===== config.mk =====
export PLATFORM = sky130hd
export DESIGN_NAME = alu_exec
export DESIGN_NICKNAME = d
export VERILOG_FILES = /design/src/rtl/alu_exec.sv
export SDC_FILE = /design/constraint.sdc
export NUM_CORES = 1
export LEC_CHECK = 0
export BUFFER_PORTS_ARGS = -buffer_cell sky130_fd_sc_hd__buf_4
export CORE_MARGIN = 3
export CORE_UTILIZATION = 55
export DETAILED_ROUTE_END_ITERATION = 12
export GPL_TIMING_DRIVEN = 0
export PLACE_DENSITY = 0.79
export SETUP_SLACK_MARGIN = 0.2
export SYNTH_ARGS = -nofsm -noshare
export SYNTH_HDL_FRONTEND = slang
export SYNTH_SLANG_ARGS = --single-unit

===== constraint.sdc =====
create_clock -name clk -period 3.65 [get_ports clk]
set_clock_uncertainty 0.15 [all_clocks]
set_input_delay 0 -clock clk [delete_from_list [all_inputs] [get_ports clk]]
set_output_delay 0 -clock clk [all_outputs]
set_load 0.01 [all_outputs]

===== src/rtl/alu_exec.sv =====
// ============================================================================
//  Module   : alu_exec
//  Purpose  : 8-bit execute stage with two-deep write-port forwarding and a
//             multi-cycle shift-add multiplier stalling the decoder.
//  Revision : 1.0
// ============================================================================
`default_nettype none

module alu_exec #(
   parameter int WORD_W     = 8,
   parameter int ADDR_W     = 2,
   parameter int MUL_CYCLES = 8
) (
   input  logic              clk,
   input  logic              rst_n,
   input  logic              in_valid,
   output logic              in_ready,
   input  logic [2:0]        op,
   input  logic [ADDR_W-1:0] rs1,
   input  logic [ADDR_W-1:0] rs2,
   input  logic [ADDR_W-1:0] dst,
   input  logic [WORD_W-1:0] rd_data1,
   input  logic [WORD_W-1:0] rd_data2,
   output logic [ADDR_W-1:0] wr_addr,
   output logic [WORD_W-1:0] wr_data,
   output logic              wr_en,
   output logic              flag_z,
   output logic              flag_c,
   output logic              busy
);

   localparam logic [0:0] c_IDLE = 1'b0;
   localparam logic [0:0] c_MUL  = 1'b1;

   localparam logic [2:0] c_OP_ADD = 3'd0;
   localparam logic [2:0] c_OP_SUB = 3'd1;
   localparam logic [2:0] c_OP_AND = 3'd2;
   localparam logic [2:0] c_OP_OR  = 3'd3;
   localparam logic [2:0] c_OP_XOR = 3'd4;
   localparam logic [2:0] c_OP_SHL = 3'd5;
   localparam logic [2:0] c_OP_MUL = 3'd6;
   localparam logic [2:0] c_OP_CMP = 3'd7;

   localparam int                 c_CNT_W    = $clog2(MUL_CYCLES + 1);
   localparam logic [c_CNT_W-1:0] c_CNT_LAST = c_CNT_W'(MUL_CYCLES - 1);
   localparam logic [c_CNT_W-1:0] c_CNT_ONE  = c_CNT_W'(1);

   logic [0:0]          r_state;
   logic [ADDR_W-1:0]   r_wr_addr;
   logic [WORD_W-1:0]   r_wr_data;
   logic                r_wr_en;
   logic                r_flag_z;
   logic                r_flag_c;
   logic [ADDR_W-1:0]   r_prev_addr;
   logic [WORD_W-1:0]   r_prev_data;
   logic                r_prev_en;
   logic [WORD_W-1:0]   r_ma;
   logic [WORD_W-1:0]   r_mb;
   logic [ADDR_W-1:0]   r_mdst;
   logic [2*WORD_W-1:0] r_acc;
   logic [c_CNT_W-1:0]  r_cnt;

   logic                w_accept;
   logic [WORD_W-1:0]   w_opa;
   logic [WORD_W-1:0]   w_opb;
   logic [WORD_W:0]     w_res;
   logic [2*WORD_W-1:0] w_addend;
   logic [2*WORD_W-1:0] w_acc_nxt;

   assign in_ready = (r_state == c_IDLE) && rst_n;
   assign busy     = (r_state == c_MUL);
   assign w_accept = in_valid && in_ready;

   assign wr_addr = r_wr_addr;
   assign wr_data = r_wr_data;
   assign wr_en   = r_wr_en;
   assign flag_z  = r_flag_z;
   assign flag_c  = r_flag_c;

   // Newest write wins: the committing write shadows the one from last cycle.
   always_comb begin
      w_opa = rd_data1;
      if (r_wr_en && (rs1 == r_wr_addr))
         w_opa = r_wr_data;
      else if (r_prev_en && (rs1 == r_prev_addr))
         w_opa = r_prev_data;

      w_opb = rd_data2;
      if (r_wr_en && (rs2 == r_wr_addr))
         w_opb = r_wr_data;
      else if (r_prev_en && (rs2 == r_prev_addr))
         w_opb = r_prev_data;
   end

   // Bit WORD_W of w_res is the carry (ADD), borrow (SUB/CMP) or shifted-out bit.
   always_comb begin
      w_res = '0;
      case (op)
         c_OP_ADD: w_res = {1'b0, w_opa} + {1'b0, w_opb};
         c_OP_SUB,
         c_OP_CMP: w_res = {1'b0, w_opa} - {1'b0, w_opb};
         c_OP_AND: w_res = {1'b0, w_opa & w_opb};
         c_OP_OR:  w_res = {1'b0, w_opa | w_opb};
         c_OP_XOR: w_res = {1'b0, w_opa ^ w_opb};
         c_OP_SHL: w_res = {w_opa, 1'b0};
         default:  w_res = '0;
      endcase
   end

   assign w_addend  = r_mb[0] ? ({{WORD_W{1'b0}}, r_ma} << r_cnt) : '0;
   assign w_acc_nxt = r_acc + w_addend;

   always_ff @(posedge clk) begin
      if (!rst_n) begin
         r_state     <= c_IDLE;
         r_wr_en     <= 1'b0;
         r_wr_addr   <= '0;
         r_wr_data   <= '0;
         r_flag_z    <= 1'b0;
         r_flag_c    <= 1'b0;
         r_prev_en   <= 1'b0;
         r_prev_addr <= '0;
         r_prev_data <= '0;
         r_cnt       <= '0;
         r_acc       <= '0;
         r_ma        <= '0;
         r_mb        <= '0;
         r_mdst      <= '0;
      end else begin
         r_prev_addr <= r_wr_addr;
         r_prev_data <= r_wr_data;
         r_prev_en   <= r_wr_en;
         r_wr_en     <= 1'b0;

         if (r_state == c_MUL) begin
            r_acc <= w_acc_nxt;
            r_mb  <= r_mb >> 1;
            r_cnt <= r_cnt + c_CNT_ONE;
            // The final iteration's sum goes straight to the write port.
            if (r_cnt == c_CNT_LAST) begin
               r_state   <= c_IDLE;
               r_wr_en   <= 1'b1;
               r_wr_addr <= r_mdst;
               r_wr_data <= w_acc_nxt[WORD_W-1:0];
               r_flag_z  <= (w_acc_nxt[WORD_W-1:0] == '0);
               r_flag_c  <= |w_acc_nxt[2*WORD_W-1:WORD_W];
            end
         end else if (w_accept) begin
            if (op == c_OP_MUL) begin
               r_ma    <= w_opa;
               r_mb    <= w_opb;
               r_mdst  <= dst;
               r_acc   <= '0;
               r_cnt   <= '0;
               r_state <= c_MUL;
            end else begin
               r_flag_z <= (w_res[WORD_W-1:0] == '0);
               r_flag_c <= w_res[WORD_W];
               if (op != c_OP_CMP) begin
                  r_wr_en   <= 1'b1;
                  r_wr_addr <= dst;
                  r_wr_data <= w_res[WORD_W-1:0];
               end
            end
         end
      end
   end

endmodule

`default_nettype wire


* After elaboration in Yosys (flattened, before gate mapping)
Index checks and enable logic that the tools add are counted.
** Operators by class
- Reductions and logical operators :: 20
- Bitwise operators :: 5
- Add/sub/neg operators :: 4
- Shift-type cells :: 1
- Multiplexer cells :: 42
- Equality and inequality tests :: 15
** Operators with widths (count)
- 8-bit 2-to-1 mux :: 9
- 16-bit 2-to-1 mux :: 4
- 9-bit case mux with 6 select lines :: 1
- 7-bit 2-to-1 mux :: 3
- 1-bit 2-to-1 mux :: 17
- 16-bit adder :: 1
- 8-bit logical NOT :: 2
- 8-bit by 4-bit left shift with 16-bit output :: 1
- 3-bit == test, second input constant :: 4
- 4-bit 2-to-1 mux :: 3
- 2-bit 2-to-1 mux :: 5
- 8-bit by 8-bit adder with 9-bit output :: 1
- 8-bit by 8-bit subtractor with 9-bit output :: 1
- 8-bit AND :: 1
- 2-bit == test :: 4
- 8-bit bitwise OR :: 1
- 8-bit OR reduction :: 1
- 8-bit bitwise XOR :: 1
- 3-bit by 2-bit == test with 1-bit output, second input constant :: 2
- 1-bit logical AND :: 6
- 3-bit AND reduction :: 2
- 2-bit nonzero test :: 3
- 4-bit by 1-bit adder with 4-bit output, second input constant :: 1
- 4-bit by 3-bit == test with 1-bit output, second input constant :: 1
- other kinds (9) :: 12
** Storage, ports and cells
- Input bits :: 28
- Register bits :: 63
- Output and inout port bits :: 15
- Word-level logic and storage cells :: 102

* Longest topological paths before layout
- Depth in word-level cells :: 10
- Depth in mapped cells :: 17
- Mapped depth without buffers :: 16

* Worst setup path after synthesis
OpenSTA, ideal clock, no wires.
- Path kind :: reg-to-reg
- Start :: register r_cnt[1]
- End :: register r_flag_c, in the netlist flag_c
- Clock period less this slack :: 3645 ps
- Arrival :: 3363 ps
- Data required time :: 3367 ps
- Slack :: 5 ps
- Path buffers :: 1
- Setup time :: 133 ps
- Stages on the path, launching flop included :: 17
- Path through :: dfxtp_1 > clkbuf_1 > mux2_2 > nand2_1 > o21ai_0 > o21ai_0 > o22ai_1 > and2_1 > ha_1 > and4_1 > a2111oi_0 > o2bb2ai_1 > and4_1 > nor3_1 > nand4bb_1 > o31ai_1 > a31oi_1
** Between the ends
- Longest elaborated chain between the ends :: 6
- Elaborated cells on any way between the ends :: 9
- Those cells by class :: add/sub (1); eq/ne (2); shift (1); mux (3); reduce/logical (2)
** Ends and longest elaborated chain
- start, declared :: line 61 : logic [c_CNT_W-1:0] r_cnt;
- start signal, assigned :: line 138 : r_cnt <= r_cnt + c_CNT_ONE;
- 8-bit by 4-bit left shift with 16-bit output :: line 110 : assign w_addend = r_mb[0] ? ({{WORD_W{1'b0}}, r_ma} << r_cnt) : '0;
- 16-bit 2-to-1 mux :: line 110
- 16-bit adder :: line 111 : assign w_acc_nxt = r_acc + w_addend;
- 8-bit OR reduction :: line 146 : r_flag_c <= |w_acc_nxt[2*WORD_W-1:WORD_W];
- 1-bit 2-to-1 mux :: line 140 : if (r_cnt == c_CNT_LAST) begin
- 1-bit 2-to-1 mux :: line 135 : if (r_state == c_MUL) begin
- end signal, assigned :: line 146
- end signal, assigned :: line 158 : r_flag_c <= w_res[WORD_W];
- end, declared :: line 53 : logic r_flag_c;
Parallel ways exist; a longest one is shown, timed or not. The select of a mux whose other input is x is not followed.
A chain may end at the register's enable or synchronous reset.

* Worst setup path after layout
- Start :: register r_cnt[2]
- End :: register r_flag_c, in the netlist flag_c
The elaborated chain is that of the path after synthesis.

==> flow_metrics.env <==
export IMPL_clock_sinks=63
export IMPL_htreeDepth=3
export IMPL_synth_seq_cells=63
export IMPL_dieHeight_um=103
export IMPL_first_pass_iters=5
export IMPL_hpwl_um=12000
export IMPL_clkTransAtPathRegs_ps=80
export IMPL_coreArea_um2=8890
export IMPL_pre_cts_ws_ps=-653
export IMPL_wl_um=21300
export IMPL_multi_input_comb_area_um2=4480
export IMPL_layout_common_cells="92 x buf_4, 76 x nand2_1, 58 x nor2_1"
export IMPL_final_common_cell="buf_4"
export IMPL_fin_crit_ps=3710
export IMPL_crit_chain="clkbuf_4 > buf_4 > nor3_1 > ha_1 > fa_2 > a211oi_4 > o21ai_4 > a2111oi_4 > nor3_2 > xor2_1 > nand4bb_4 > o31ai_4 > a31oi_1"
export IMPL_async_flop_share=0
export IMPL_finalSetupViolations=1
export IMPL_p_sw_uw=678
export IMPL_postRouteAntennaNets=0
export IMPL_crit_cells=13
export IMPL_n_fill_cell=506
export IMPL_vias=6131
export IMPL_gr_total_overflow=0
export IMPL_yosys_warnings=0
export IMPL_drive_gt1_frac=0.330
export IMPL_arrival_ps=3780
export IMPL_syn_area_um2=5130
export IMPL_grt_max_degree=12
export IMPL_seq_area_um2=1280
export IMPL_p_int_mw=1.40
export IMPL_wl_per_cell_um=23.8
export IMPL_clk_latency_ps=370
export IMPL_dp_cells=819
export IMPL_syn_nets=738
export IMPL_rows=34
export IMPL_cts_made_buffers=9
export IMPL_powerDensity_nw_per_um2=284
export IMPL_fmax_mhz=269
export IMPL_start_kind="flip-flop"
export IMPL_hold_worst_slack_ps=21.8
export IMPL_die_area_um2=10500
export IMPL_stdcell_count=895
export IMPL_cp_max_fo=10
export IMPL_fin_util=0.820
export IMPL_violations="negative setup slack"
export IMPL_report_final_hold_viol_count=0
export IMPL_max_slew_worst_pin_slew_ps=955
export IMPL_cts_tree="done"
export IMPL_cts_path_max_buffers=2
export IMPL_drcViolationCount=0
export IMPL_drv_cap=0
export IMPL_crit_start="r_cnt[2]$_SDFFE_PN0P_"
export IMPL_io_buffers=41
export IMPL_period_share=1.02
export IMPL_antenna_found_initial=0
export IMPL_p_sw_frac=0.327
export IMPL_syn_avg_cell_area_um2=7.66
export IMPL_slew_headroom=0.362
export IMPL_num_io_pins=43
export IMPL_hp_class="input port to flip-flop"
export IMPL_crit_type="flip-flop to flip-flop"
export IMPL_slowest_delay_ps=420
export IMPL_final_max_slew_viol_count=0
export IMPL_start_util=0.577
export IMPL_die_w_um=103
export IMPL_viasPerCell=6.85
export IMPL_ctsRootBufferMaster="clkbuf_8"
export IMPL_pwr_share_comb=0.291
export IMPL_crit_slowest_cell="fa_2"
export IMPL_diodes=0
export IMPL_rr_startpoint="r_cnt[2]$_SDFFE_PN0P_"
export IMPL_power_leakage_nw=2.94
export IMPL_status="finished, violations left"
export IMPL_synth_top_flop_cell="dfxtp_1"
export IMPL_synthDistinctLibCells=64
export IMPL_synth_edf_count=0
export IMPL_syn2layout_area_growth_pct=42.1
export IMPL_setup_tns_ps=-64.0
export IMPL_critical_path_buf_inv_count=2
export IMPL_cp_top_family="compound AO/OA/AOI/OAI gates"
export IMPL_grt_use_total=0.356
export IMPL_p_seq_frac=0.352
export IMPL_final_area_um2=7290
export IMPL_final_setup_worst_slack_ps=-64.0
export IMPL_r2r_cells=13
export IMPL_end_kind="flip-flop"
export IMPL_reg2reg_slack_ps=-60
export IMPL_final_nets=850
export IMPL_clockPowerShare=0.358
export IMPL_cp_required_ps=3720
export IMPL_critPathCapture="flag_c$_SDFFE_PN0P_"
export IMPL_gp_congestion=0.965
export IMPL_placed_area_um2=5630
export IMPL_syn_inst=670
export IMPL_grt_pass1_vias=5507
export IMPL_grt_pass1_wl_um=28900
export IMPL_vdd_drop_max_uv=206
export IMPL_first_iter_violations=752
export IMPL_rsz0062_at_grt="true"
export IMPL_r2r_end="flag_c$_SDFFE_PN0P_"
export IMPL_finalPower_mw=2.07
export IMPL_ys_seq_area_frac=0.246
==> kinds of logic after synthesis <==
group / count (synthesis) / synth area share
fa+ha+maj: 40 / 0.100
mux: 32 / 0.0688
flops: 63 / 0.246
buf+inv: 72 / 0.0541
compound gates: 179 / 0.236
simple gates: 252 / 0.240
xor+xnor: 32 / 0.0546
==> routing by layer <==
metal,vias up,global-route usage,part of all wire
met1,2879,0.468,0.38
met4,0,0.127,0.058
met5,-,0,0
met2,475,0.592,0.46
li1,2648,-,-
met3,129,0.0575,0.11
==> cells in the mapped netlist, types with 17 or more instances <==
library cell	instances	area share
nand2_1	82	0.060
nor2_1	65	0.048
clkbuf_1	29	0.021
xnor2_1	24	0.041
dfxtp_1	63	0.25
ha_1	38	0.093
mux2i_1	24	0.047
a21oi_1	59	0.058
inv_1	37	0.027
o21ai_0	26	0.025
nor3_1	17	0.017
==> layout make-up <==
cell class | instances | area share
Clock inverter | 5 | 0.0108
Sequential cell | 63 | 0.176
Clock buffer | 11 | 0.0208
Timing Repair Buffer | 101 | 0.112
Inverter | 38 | 0.0196
Tap cell | 108 | 0.0185
Multi-Input combinational cell | 535 | 0.614
Buffer | 34 | 0.0281
==> sequential cells by signal, summed over array words and instances, names as in the netlist <==
signal,flops
flag_z,1
r_cnt,4
r_acc,16
r_ma,8
busy,1
wr_addr,2
r_mb,8
r_prev_en,1
wr_data,8
wr_en,1
r_prev_addr,2
r_mdst,2
flag_c,1
r_prev_data,8
==> power by group through the flow <==
stage	combinational, mW	clock (mW)	sequential (mW)
after floorplan	0.274	0	0.739
after global placement	0.391	0	0.738
after detailed placement	0.403	0	0.739
after CTS	0.502	0.719	0.724
after global routing	0.636	0.753	0.730
final	0.603	0.741	0.729
==> worst min-delay path: cells and delay by family <==
kind | cells | cell delay [ps]
buffers and inverters | 1 | 130
AOI/OAI and AO/OA | 1 | 50
and+or+nand+nor | 3 | 300
==> how the worst min path moves through the flow <==
stage / from / endpoint / cells past startpoint
floorplan: dst[0] / r_mdst[0]$_SDFFE_PN0P_ / 2
global placement: dst[0] / r_mdst[0]$_SDFFE_PN0P_ / 3
detailed placement: dst[0] / r_mdst[0]$_SDFFE_PN0P_ / 3
CTS: op[1] / r_mb[0]$_SDFFE_PN0P_ / 5
global route: op[1] / r_mb[4]$_SDFFE_PN0P_ / 5
finish: op[1] / r_mb[0]$_SDFFE_PN0P_ / 5
==> timing repair <==
action                     in CTS  in global routing
pin swaps                      50                 48
hold endpoints to repair        5                  0
hold buffers                    4                  0
resized for setup             118                 80
buffers inserted               44                 12
setup endpoints to repair      14                 10
Power figures use the tool's default switching activity.
